`src/rtl/elgamal_encrypting_entity.sv`:
```
// ElGamal encryption engine: takes key (p, g, h), then per message (m, k) emits c1 = g^k mod p, c2 = m*h^k mod p.
// Optional operand range checks are enabled by defining ELGAMAL_ENC_RANGE_CHECK_EN.
module elgamal_encrypting_entity #(
    parameter int SIZE = 64
) (
    input  logic            clk,
    input  logic            rst,
    input  logic [SIZE-1:0] input_p_tdata,
    input  logic [SIZE-1:0] input_g_tdata,
    input  logic [SIZE-1:0] input_h_tdata,
    input  logic            input_p_tvalid,
    input  logic            input_g_tvalid,
    input  logic            input_h_tvalid,
    output logic            input_p_tready,
    output logic            input_g_tready,
    output logic            input_h_tready,
    input  logic [SIZE-1:0] input_m_tdata,
    input  logic [SIZE-1:0] input_k_tdata,
    input  logic            input_m_tvalid,
    input  logic            input_k_tvalid,
    output logic            input_m_tready,
    output logic            input_k_tready,
    output logic [SIZE-1:0] output_c1_tdata,
    output logic [SIZE-1:0] output_c2_tdata,
    output logic            output_c1_tvalid,
    output logic            output_c2_tvalid,
    input  logic            output_c1_tready,
    input  logic            output_c2_tready,
    output logic            output_error
);
    localparam int CW = (SIZE > 1) ? $clog2(SIZE) : 1;
    localparam logic [CW-1:0] BIT_MAX = CW'(SIZE - 1);

    localparam logic [2:0] ST_KEY   = 3'd0;
    localparam logic [2:0] ST_MSG   = 3'd1;
    localparam logic [2:0] ST_EXP   = 3'd2;
    localparam logic [2:0] ST_FINAL = 3'd3;
    localparam logic [2:0] ST_OUT   = 3'd4;

    // One MSB-first shift-add step of a*b mod p; acc stays below p so SIZE+1 bits never overflow.
    function automatic logic [SIZE:0] mod_step(input logic [SIZE:0] acc, input logic [SIZE-1:0] a,
                                               input logic b_bit, input logic [SIZE-1:0] p);
        logic [SIZE:0] t;
        logic [SIZE:0] pe;
        pe = {1'b0, p};
        t  = {acc[SIZE-1:0], 1'b0};
        t  = (t >= pe) ? (t - pe) : t;
        t  = b_bit ? (t + {1'b0, a}) : t;
        t  = (t >= pe) ? (t - pe) : t;
        return t;
    endfunction

    logic [2:0]      state_r;
    logic [SIZE-1:0] p_r, g_r, h_r, m_r, k_r;
    logic [SIZE-1:0] rg_r, rh_r;
    logic [SIZE:0]   acc_g_r, acc_h_r;
    logic [CW-1:0]   bit_cnt_r, idx_r;
    logic            sq_phase_r, fin_done_r, err_r, err_out_r;
    logic [SIZE-1:0] c1_data_r, c2_data_r;
    logic            c1_valid_r, c2_valid_r;

    logic            key_take_s, msg_take_s, msg_err_s, last_bit_s;
    logic            b_g_bit_s, b_h_bit_s, c1_left_s, c2_left_s;
    logic [SIZE-1:0] a_h_s;
    logic [SIZE:0]   step_g_s, step_h_s;

    assign key_take_s = (state_r == ST_KEY) & input_p_tvalid & input_g_tvalid & input_h_tvalid;
    assign msg_take_s = (state_r == ST_MSG) & input_m_tvalid & input_k_tvalid;
    assign last_bit_s = (bit_cnt_r == {CW{1'b0}});
    assign c1_left_s  = c1_valid_r & ~output_c1_tready;
    assign c2_left_s  = c2_valid_r & ~output_c2_tready;

`ifdef ELGAMAL_ENC_RANGE_CHECK_EN
    logic key_bad_r;
    assign msg_err_s = key_bad_r | (input_m_tdata >= p_r) | (input_k_tdata == {SIZE{1'b0}});
`else
    assign msg_err_s = 1'b0;
`endif

    // Operand selection: squares in EXP square phase, by g/h in multiply phase, m*rh in FINAL.
    always_comb begin
        a_h_s     = rh_r;
        b_g_bit_s = 1'b0;
        b_h_bit_s = 1'b0;
        if (state_r == ST_FINAL) begin
            a_h_s     = m_r;
            b_h_bit_s = rh_r[bit_cnt_r];
        end else if (sq_phase_r) begin
            b_g_bit_s = rg_r[bit_cnt_r];
            b_h_bit_s = rh_r[bit_cnt_r];
        end else begin
            b_g_bit_s = g_r[bit_cnt_r];
            b_h_bit_s = h_r[bit_cnt_r];
        end
    end

    assign step_g_s = mod_step(acc_g_r, rg_r, b_g_bit_s, p_r);
    assign step_h_s = mod_step(acc_h_r, a_h_s, b_h_bit_s, p_r);

    // Main control FSM and datapath registers.
    always_ff @(posedge clk) begin
        if (rst) begin
            state_r    <= ST_KEY;
            p_r        <= {SIZE{1'b0}};
            g_r        <= {SIZE{1'b0}};
            h_r        <= {SIZE{1'b0}};
            m_r        <= {SIZE{1'b0}};
            k_r        <= {SIZE{1'b0}};
            rg_r       <= {SIZE{1'b0}};
            rh_r       <= {SIZE{1'b0}};
            acc_g_r    <= {(SIZE+1){1'b0}};
            acc_h_r    <= {(SIZE+1){1'b0}};
            bit_cnt_r  <= {CW{1'b0}};
            idx_r      <= {CW{1'b0}};
            sq_phase_r <= 1'b0;
            fin_done_r <= 1'b0;
            err_r      <= 1'b0;
            err_out_r  <= 1'b0;
            c1_data_r  <= {SIZE{1'b0}};
            c2_data_r  <= {SIZE{1'b0}};
            c1_valid_r <= 1'b0;
            c2_valid_r <= 1'b0;
`ifdef ELGAMAL_ENC_RANGE_CHECK_EN
            key_bad_r  <= 1'b0;
`endif
        end else begin
            case (state_r)
                ST_KEY: begin
                    if (key_take_s) begin
                        p_r     <= input_p_tdata;
                        g_r     <= input_g_tdata;
                        h_r     <= input_h_tdata;
                        state_r <= ST_MSG;
`ifdef ELGAMAL_ENC_RANGE_CHECK_EN
                        key_bad_r <= (input_p_tdata < SIZE'(2)) | (input_g_tdata >= input_p_tdata) |
                                     (input_h_tdata >= input_p_tdata);
`endif
                    end else begin
                        state_r <= ST_KEY;
                    end
                end
                ST_MSG: begin
                    if (msg_take_s) begin
                        m_r        <= input_m_tdata;
                        k_r        <= input_k_tdata;
                        rg_r       <= {{(SIZE-1){1'b0}}, 1'b1};
                        rh_r       <= {{(SIZE-1){1'b0}}, 1'b1};
                        acc_g_r    <= {(SIZE+1){1'b0}};
                        acc_h_r    <= {(SIZE+1){1'b0}};
                        bit_cnt_r  <= BIT_MAX;
                        idx_r      <= BIT_MAX;
                        sq_phase_r <= 1'b1;
                        fin_done_r <= 1'b0;
                        err_r      <= msg_err_s;
                        state_r    <= msg_err_s ? ST_FINAL : ST_EXP;
                    end else begin
                        state_r <= ST_MSG;
                    end
                end
                ST_EXP: begin
                    if (last_bit_s) begin
                        acc_g_r   <= {(SIZE+1){1'b0}};
                        acc_h_r   <= {(SIZE+1){1'b0}};
                        bit_cnt_r <= BIT_MAX;
                        if (sq_phase_r) begin
                            rg_r       <= step_g_s[SIZE-1:0];
                            rh_r       <= step_h_s[SIZE-1:0];
                            sq_phase_r <= 1'b0;
                        end else begin
                            // Multiply phase always runs; its result is kept only for set exponent bits.
                            if (k_r[idx_r]) begin
                                rg_r <= step_g_s[SIZE-1:0];
                                rh_r <= step_h_s[SIZE-1:0];
                            end else begin
                                rg_r <= rg_r;
                                rh_r <= rh_r;
                            end
                            sq_phase_r <= 1'b1;
                            if (idx_r == {CW{1'b0}}) begin
                                state_r <= ST_FINAL;
                            end else begin
                                idx_r <= idx_r - {{(CW-1){1'b0}}, 1'b1};
                            end
                        end
                    end else begin
                        acc_g_r   <= step_g_s;
                        acc_h_r   <= step_h_s;
                        bit_cnt_r <= bit_cnt_r - {{(CW-1){1'b0}}, 1'b1};
                    end
                end
                ST_FINAL: begin
                    if (err_r || fin_done_r) begin
                        c1_data_r  <= err_r ? {SIZE{1'b0}} : rg_r;
                        c2_data_r  <= err_r ? {SIZE{1'b0}} : rh_r;
                        c1_valid_r <= 1'b1;
                        c2_valid_r <= 1'b1;
                        err_out_r  <= err_r;
                        fin_done_r <= 1'b0;
                        state_r    <= ST_OUT;
                    end else if (last_bit_s) begin
                        rh_r       <= step_h_s[SIZE-1:0];
                        fin_done_r <= 1'b1;
                    end else begin
                        acc_h_r   <= step_h_s;
                        bit_cnt_r <= bit_cnt_r - {{(CW-1){1'b0}}, 1'b1};
                    end
                end
                ST_OUT: begin
                    c1_valid_r <= c1_left_s;
                    c2_valid_r <= c2_left_s;
                    if (!c1_left_s && !c2_left_s) begin
                        err_out_r <= 1'b0;
                        state_r   <= ST_MSG;
                    end else begin
                        state_r <= ST_OUT;
                    end
                end
                default: begin
                    state_r <= ST_KEY;
                end
            endcase
        end
    end

    assign input_p_tready   = (state_r == ST_KEY) & ~rst;
    assign input_g_tready   = (state_r == ST_KEY) & ~rst;
    assign input_h_tready   = (state_r == ST_KEY) & ~rst;
    assign input_m_tready   = (state_r == ST_MSG) & ~rst;
    assign input_k_tready   = (state_r == ST_MSG) & ~rst;
    assign output_c1_tdata  = c1_data_r;
    assign output_c2_tdata  = c2_data_r;
    assign output_c1_tvalid = c1_valid_r;
    assign output_c2_tvalid = c2_valid_r;
    assign output_error     = err_out_r;

endmodule
```
`config.mk`:
```
export PLATFORM = sky130hd
export DESIGN_NAME = elgamal_encrypting_entity
export DESIGN_NICKNAME = d
export VERILOG_FILES = /design/src/rtl/elgamal_encrypting_entity.sv
export SDC_FILE = /design/constraint.sdc
export NUM_CORES = 2
export LEC_CHECK = 0
export BUFFER_PORTS_ARGS = -buffer_cell sky130_fd_sc_hd__buf_2
export CAP_MARGIN = 20
export CORE_AREA = 2 2 264 526
export DETAILED_ROUTE_END_ITERATION = 6
export DIE_AREA = 0 0 266 528
export PLACE_DENSITY_LB_ADDON = 0.05
export SLEW_MARGIN = 20
export SYNTH_ARGS = -nofsm -noshare
export SYNTH_HDL_FRONTEND = slang
export SYNTH_SLANG_ARGS = --single-unit
```
`constraint.sdc`:
```
create_clock -name clk -period 13.8 [get_ports clk]
set_input_delay 1.38 -clock clk [delete_from_list [all_inputs] [get_ports clk]]
set_output_delay 1.38 -clock clk [all_outputs]
set_load 0.01 [all_outputs]
```
==> Word-level counts from Yosys, hierarchy flattened <==
Index checks and enable logic that the tools add are counted.
{ "totals": {"regBits": 724, "latch_bits": 0, "mem_bits_rw": 0, "mem_bits_ro": 0, "inputBits": 329, "out_inout_bits": 136, "wordCells": 154, "n_memories": 0} }
{ "op_classes": {"n_addsub": 8, "mul": 0, "div_mod_pow": 0, "magnitude_cmp": 6, "n_eq_ne": 16, "shifts": 0, "n_mux": 70, "bitwise": 12, "n_reduce_logical": 23} }
{ "ops": {"columns": ["cell", "count"], "rows": [
  ["$mux 64", 17],
  ["$pmux 64 s3", 2],
  ["$ge 65x64->1", 4],
  ["$mux 65", 4],
  ["$pmux 64 s2", 2],
  ["$add 65x64->65", 2],
  ["$sub 65x64->65", 2],
  ["$sub 64x64->64", 2],
  ["$mux 6", 7],
  ["$bmux 1 s6", 5],
  ["$mux 1", 19],
  ["$ne 2x2->1 const B", 9],
  ["$pmux 6 s3", 1],
  ["$mux 3", 5],
  ["$pmux 3 s5", 1],
  ["$lt 6x7->1 const B", 2],
  ["$logic_not 6->1", 2],
  ["$pmux 6 s2", 1],
  ["$reduce_and 4->1", 3],
  ["$sub 6x1->6 const B", 2],
  ["$pmux 1 s2", 5],
  ["$reduce_and 2->1", 5],
  ["$and 1x1->1", 9],
  ["$reduce_and 3->1", 3],
  ["15 further kinds", 21]
]} }

==> Logic depth before layout (Yosys ltp) <==
{ "depth": {"ltp_word": 11, "ltp_mapped": 44, "ltp_nobuf": 38} }

==> Worst setup path after synthesis <==
OpenSTA, ideal clock, no wires.
{ "synth_timing": {"kind": "register -> register", "startpoint": "register p_r[31]", "endpoint": "register rh_r[56]", "setup_ps": 117, "t_arrival_ps": 8647, "t_required_ps": 13683, "slack_ps": 5037, "stages_incl_launch_ff": 42, "n_path_buf": 9, "synth_period_minus_slack_ps": 8763, "cell_sequence": "dfxtp_1 -> inv_1 -> ha_1 -> clkbuf_1 -> and3_1 -> nand2_1 -> or2_2 -> o21ai_0 -> a21boi_0 -> o21ai_1 -> a31oi_1 -> clkbuf_1 -> clkbuf_1 -> clkbuf_1 -> clkbuf_1 -> nor2_1 -> ha_1 -> inv_1 -> [6 not listed] -> o41a_1 -> and2_1 -> xnor2_1 -> mux2_2 -> ha_1 -> clkbuf_1 -> nand4_1 -> or3_1 -> a2111oi_0 -> or3_1 -> clkbuf_1 -> nor3_1 -> o31ai_1 -> or2_1 -> buf_6 -> buf_12 -> mux2_1 -> a22o_1"} }
{ "synth_via": {"elab_chain_cells": 10, "elab_cells_between_ends": 14, "classes_between": "add/sub: 3; order compare: 2; mux: 9"} }
{ "synth_lines": {"columns": ["item", "line_no", "text"], "rows": [
  ["start: declaration", "54", "logic [SIZE-1:0] p_r, g_r, h_r, m_r, k_r;"],
  ["start signal: assignment", "104", "p_r <= {SIZE{1'b0}};"],
  ["start signal: assignment", "130", "p_r <= input_p_tdata;"],
  ["$sub 65x64->65 / $ge 65x64->1 (equally long branches)", "47", "t = (t >= pe) ? (t - pe) : t;"],
  ["$mux 65", "47", null],
  ["$add 65x64->65", "48", "t = b_bit ? (t + {1'b0, a}) : t;"],
  ["$mux 65", "48", null],
  ["$sub 64x64->64 / $ge 65x64->1 (equally long branches)", "49", "t = (t >= pe) ? (t - pe) : t;"],
  ["$mux 64 (*)", "49", null],
  ["$mux 64", "171", "if (k_r[idx_r]) begin"],
  ["$mux 64", "165", "if (sq_phase_r) begin"],
  ["$mux 64", "161", "if (last_bit_s) begin"],
  ["$pmux 64 s3 (*)", "127", "case (state_r)"],
  ["end signal: assignment", "167", "rh_r <= step_h_s[SIZE-1:0];"],
  ["end signal: assignment", "173", "rh_r <= step_h_s[SIZE-1:0];"],
  ["end signal: assignment", "176", "rh_r <= rh_r;"],
  ["end: declaration", "55", "logic [SIZE-1:0] rg_r, rh_r;"]
]} }
Mark *: on every way between the ends. The rest lies on a longest branch, timed or not. The select of a mux whose other input is x is not followed.
A chain may end at the register's enable or synchronous reset.

==> Worst setup path in the final report <==
{ "layout_timing": {"startpoint": "register p_r[28]", "endpoint": "register rg_r[20]"} }
{ "layout_via": {"elab_chain_cells": 10, "elab_cells_between_ends": 12, "classes_between": "add/sub: 3; order compare: 2; mux: 7"} }
{ "layout_lines": {"columns": ["item", "line_no", "text"], "rows": [
  ["$sub 65x64->65 / $ge 65x64->1 (equally long branches)", "47", null],
  ["$mux 65", "47", null],
  ["$add 65x64->65", "48", null],
  ["$mux 65", "48", null],
  ["$ge 65x64->1 / $sub 64x64->64 (equally long branches)", "49", null],
  ["$mux 64 (*)", "49", null],
  ["$mux 64", "171", null],
  ["$mux 64 (*)", "165", null],
  ["$mux 64 (*)", "161", null],
  ["$pmux 64 s2 (*)", "127", null],
  ["end signal: assignment", "166", "rg_r <= step_g_s[SIZE-1:0];"],
  ["end signal: assignment", "172", "rg_r <= step_g_s[SIZE-1:0];"],
  ["end signal: assignment", "175", "rg_r <= rg_r;"],
  ["end: declaration", "55", null]
]} }
Marked as above.

==> reports/metrics.csv <==
stage;metric;value;unit
status;result_of_the_run;finished clean;
logic_synthesis;postSynthCellCount;7518;
detailed_routing;vias;57016;
setup_path;worstPathArrival;13210;ps
floorplanning;initial_utilization;0.406;
logic_synthesis;syn_area;0.0555;sq mm
logic_synthesis;netlist-cell-type-count;102;
placement;gp_routability_congestion;1.06;
sta;slew_at_the_pin_closest_to_its_max_slew_limit;1280;ps
global_routing;global_route.usage.total;0.357;
logic_synthesis;syn_area_per_cell;7.38;sq um
global_routing;antenna_found_initial;28;
setup_path;critPathKind;reg -> reg;
logic_synthesis;synthDominantAreaCellType;sky130_fd_sc_hd__dfxtp_1;
floorplanning;coreArea;0.136;sq mm
logic_synthesis;yosys_most_used_dff;sky130_fd_sc_hd__dfxtp_1;
floorplanning;rows;192;
sta;skew;31.8;ps
logic_synthesis;yosys_warnings;0;
sta;endpoints_failing_setup;0;
floorplanning;die_footprint;0.140;sq mm
setup_path;worstPathRequired;14390;ps
logic_synthesis;seq_area_frac_synth;0.261;
finish;final_net_count;8414;
finish;final_layout_size_suffix_gt1_frac;0.130;
detailed_routing;post-route-drc-count;0;
detailed_routing;dr.first_iter.drc_count;4020;
clock_tree;cts_tree;done;
global_routing;grt_first_pass_wirelength;373000;um
logic_synthesis;mappedNetlistNets;8241;
detailed_routing;totalWireLength;258000;um
clock_tree;cts_max_level;3;
setup_path;cpPeakStageDelay;800;ps
job;cap_viol_max_count;0;
detailed_routing;first_pass_iters;6;
clock_tree;cts.root.buffer_cell;sky130_fd_sc_hd__clkbuf_16;
sta;achievable-frequency;0.0792;GHz
setup_path;crit_slowest_cell;sky130_fd_sc_hd__a211oi_1;
sta;timing_max_transition_violations_final;0;
sta;layout_min_cycle_time;12620;ps
finish;layout.cells.most_common_list;1745 x sky130_fd_sc_hd__nand2_1, 961 x sky130_fd_sc_hd__a21oi_1, 720 x sky130_fd_sc_hd__dfxtp_1;
sta;final_min_period_over_clock_period;0.915;
global_routing;globalRoute.totalOverflow;0;
sta;hold_viol_final;0;
sta;fin_tns_setup;0;ps
global_routing;via_count_of_the_first_global_routing_pass;57421;
clock_tree;post_cts.resized_instances;0;
placement;port_buffers;463;
finish;area_growth;11.1;%
setup_path;critical_path.top_delay_family;compound AO/OA/AOI/OAI gates;
detailed_routing;drt-wirelength-per-cell;27.2;um
sta;rsz0062_at_grt;no;
logic_synthesis;ys_ff_latch;723;
detailed_routing;ant_nets;0;
clock_tree;post-cts-setup-buffers;0;
clock_tree;cts_buffer_depth;3;
logic_synthesis;async_reset_ff_frac;0;
floorplanning;io_pins;465;
clock_tree;cts.sinks;723;
setup_path;rrSetupSlack;1180;ps
setup_path;launching_element_type_of_the_critical_path;flip-flop;
sta;timing.slew.headroom;0.144;
clock_tree;clock_latency_reported_for_the_late_side_of_the_worst_skew_pair;700;ps
setup_path;critPathBufInv;5;
clock_tree;clkSlewWorstSetupHoldPaths;70;ps
global_routing;grt_max_degree;100;
logic_synthesis;synth_top_cell_area_share;0.261;
floorplanning;die_h;528;um
setup_path;critical_path_peak_fanout;59;
detailed_routing;drt-vias-per-instance;6.00;
finish;layout_commonest_cell;sky130_fd_sc_hd__nand2_1;
logic_synthesis;synth-edff-count;0;
setup_path;cp-end-kind;flip-flop;
placement;sum_of_net_half_perimeters_after_detailed_placement;204000;um
worst_hold_path;hp-class;reg -> reg;
clock_tree;numCtsBuffers;78;
clock_tree;postCtsHoldBufs;0;
logic_synthesis;synth.top_cells.by_area;sky130_fd_sc_hd__dfxtp_1 26%, sky130_fd_sc_hd__nand2_1 12%, sky130_fd_sc_hd__ha_1 8.8%, sky130_fd_sc_hd__a21oi_1 8.7%, sky130_fd_sc_hd__o21ai_0 3.7%;
floorplanning;die_width;266;um
==> cell usage after synthesis, types with 117 or more instances <==
cell,n
sky130_fd_sc_hd__mux2_2,117
sky130_fd_sc_hd__o21ai_0,406
sky130_fd_sc_hd__inv_1,190
sky130_fd_sc_hd__nor2_1,348
sky130_fd_sc_hd__a21o_1,225
sky130_fd_sc_hd__ha_1,388
sky130_fd_sc_hd__nand4_1,141
sky130_fd_sc_hd__clkbuf_1,401
sky130_fd_sc_hd__dfxtp_1,723
sky130_fd_sc_hd__a21oi_1,961
sky130_fd_sc_hd__xor2_1,165
sky130_fd_sc_hd__xnor2_1,185
sky130_fd_sc_hd__o21ai_1,145
sky130_fd_sc_hd__nand2_1,1748
==> layer usage <==
layer,routed length (um),up-vias,GRT usage
met1,91600,27124,0.362
met4,22100,34,0.265
met2,130000,2062,0.652
met5,197,-,0
li1,-,27063,-
met3,14000,733,0.0605
==> area by class of cell <==
class	instances	area, sq um
multi-input combinational	6111	38200
antenna	11	27.5
timing repair buffer	586	3320
sequential	723	14500
clock buffer	98	2150
tap	1746	2180
fill	14255	74800
clock inverter	41	526
inverter	191	717
==> logic make-up (layout without fill, tap and decap cells) <==
kind of cell	count (synthesis)	count (layout)	synth area share
AND/OR/NAND/NOR	2720	2720	0.210
flip-flops	723	723	0.261
multiplexers	299	299	0.0754
XOR/XNOR	351	351	0.0558
other	1	12	0.0000676
adder cells (fa/ha/maj)	394	394	0.0897
buffers and inverters	684	916	0.0524
AO/OA/AOI/OAI	2346	2346	0.256
==> through the flow <==
step,hold slack (ps),instances,area (sq um),setup WS (ps),utilization
finish,449,9507,61600,1180,0.452
global route,463,9498,61600,950,0.452
CTS,451,9496,61600,1600,0.451
detailed placement,443,9357,58900,1650,0.432
global placement,439,9355,58900,1690,0.432
floorplan,433,7518,55500,5040,-
==> worst register-to-register path, delay by kind of cell, from the launching register on <==
kind,cells,cell delay (ps)
AOI/OAI and AO/OA,16,6560
adders and majority gates,3,1070
buffers and inverters,5,1280
DFF,1,320
muxes,2,620
and+or+nand+nor,8,2690
==> final timing paths <==
| path | start | endpoint | depth (start not counted) |
|---|---|---|---|
| setup reg to reg | p_r[28] | rg_r[20] | 34 |
| setup / recovery | p_r[28] | rg_r[20] | 34 |
| hold reg to reg | output_c1_tdata[34] | output_c1_tdata[34] | 2 |
| hold / removal | output_c1_tdata[34] | output_c1_tdata[34] | 2 |
Power is left out: the tool's default activity adds up to more than one toggle a clock period on the data nets, which glitch-free logic cannot reach.
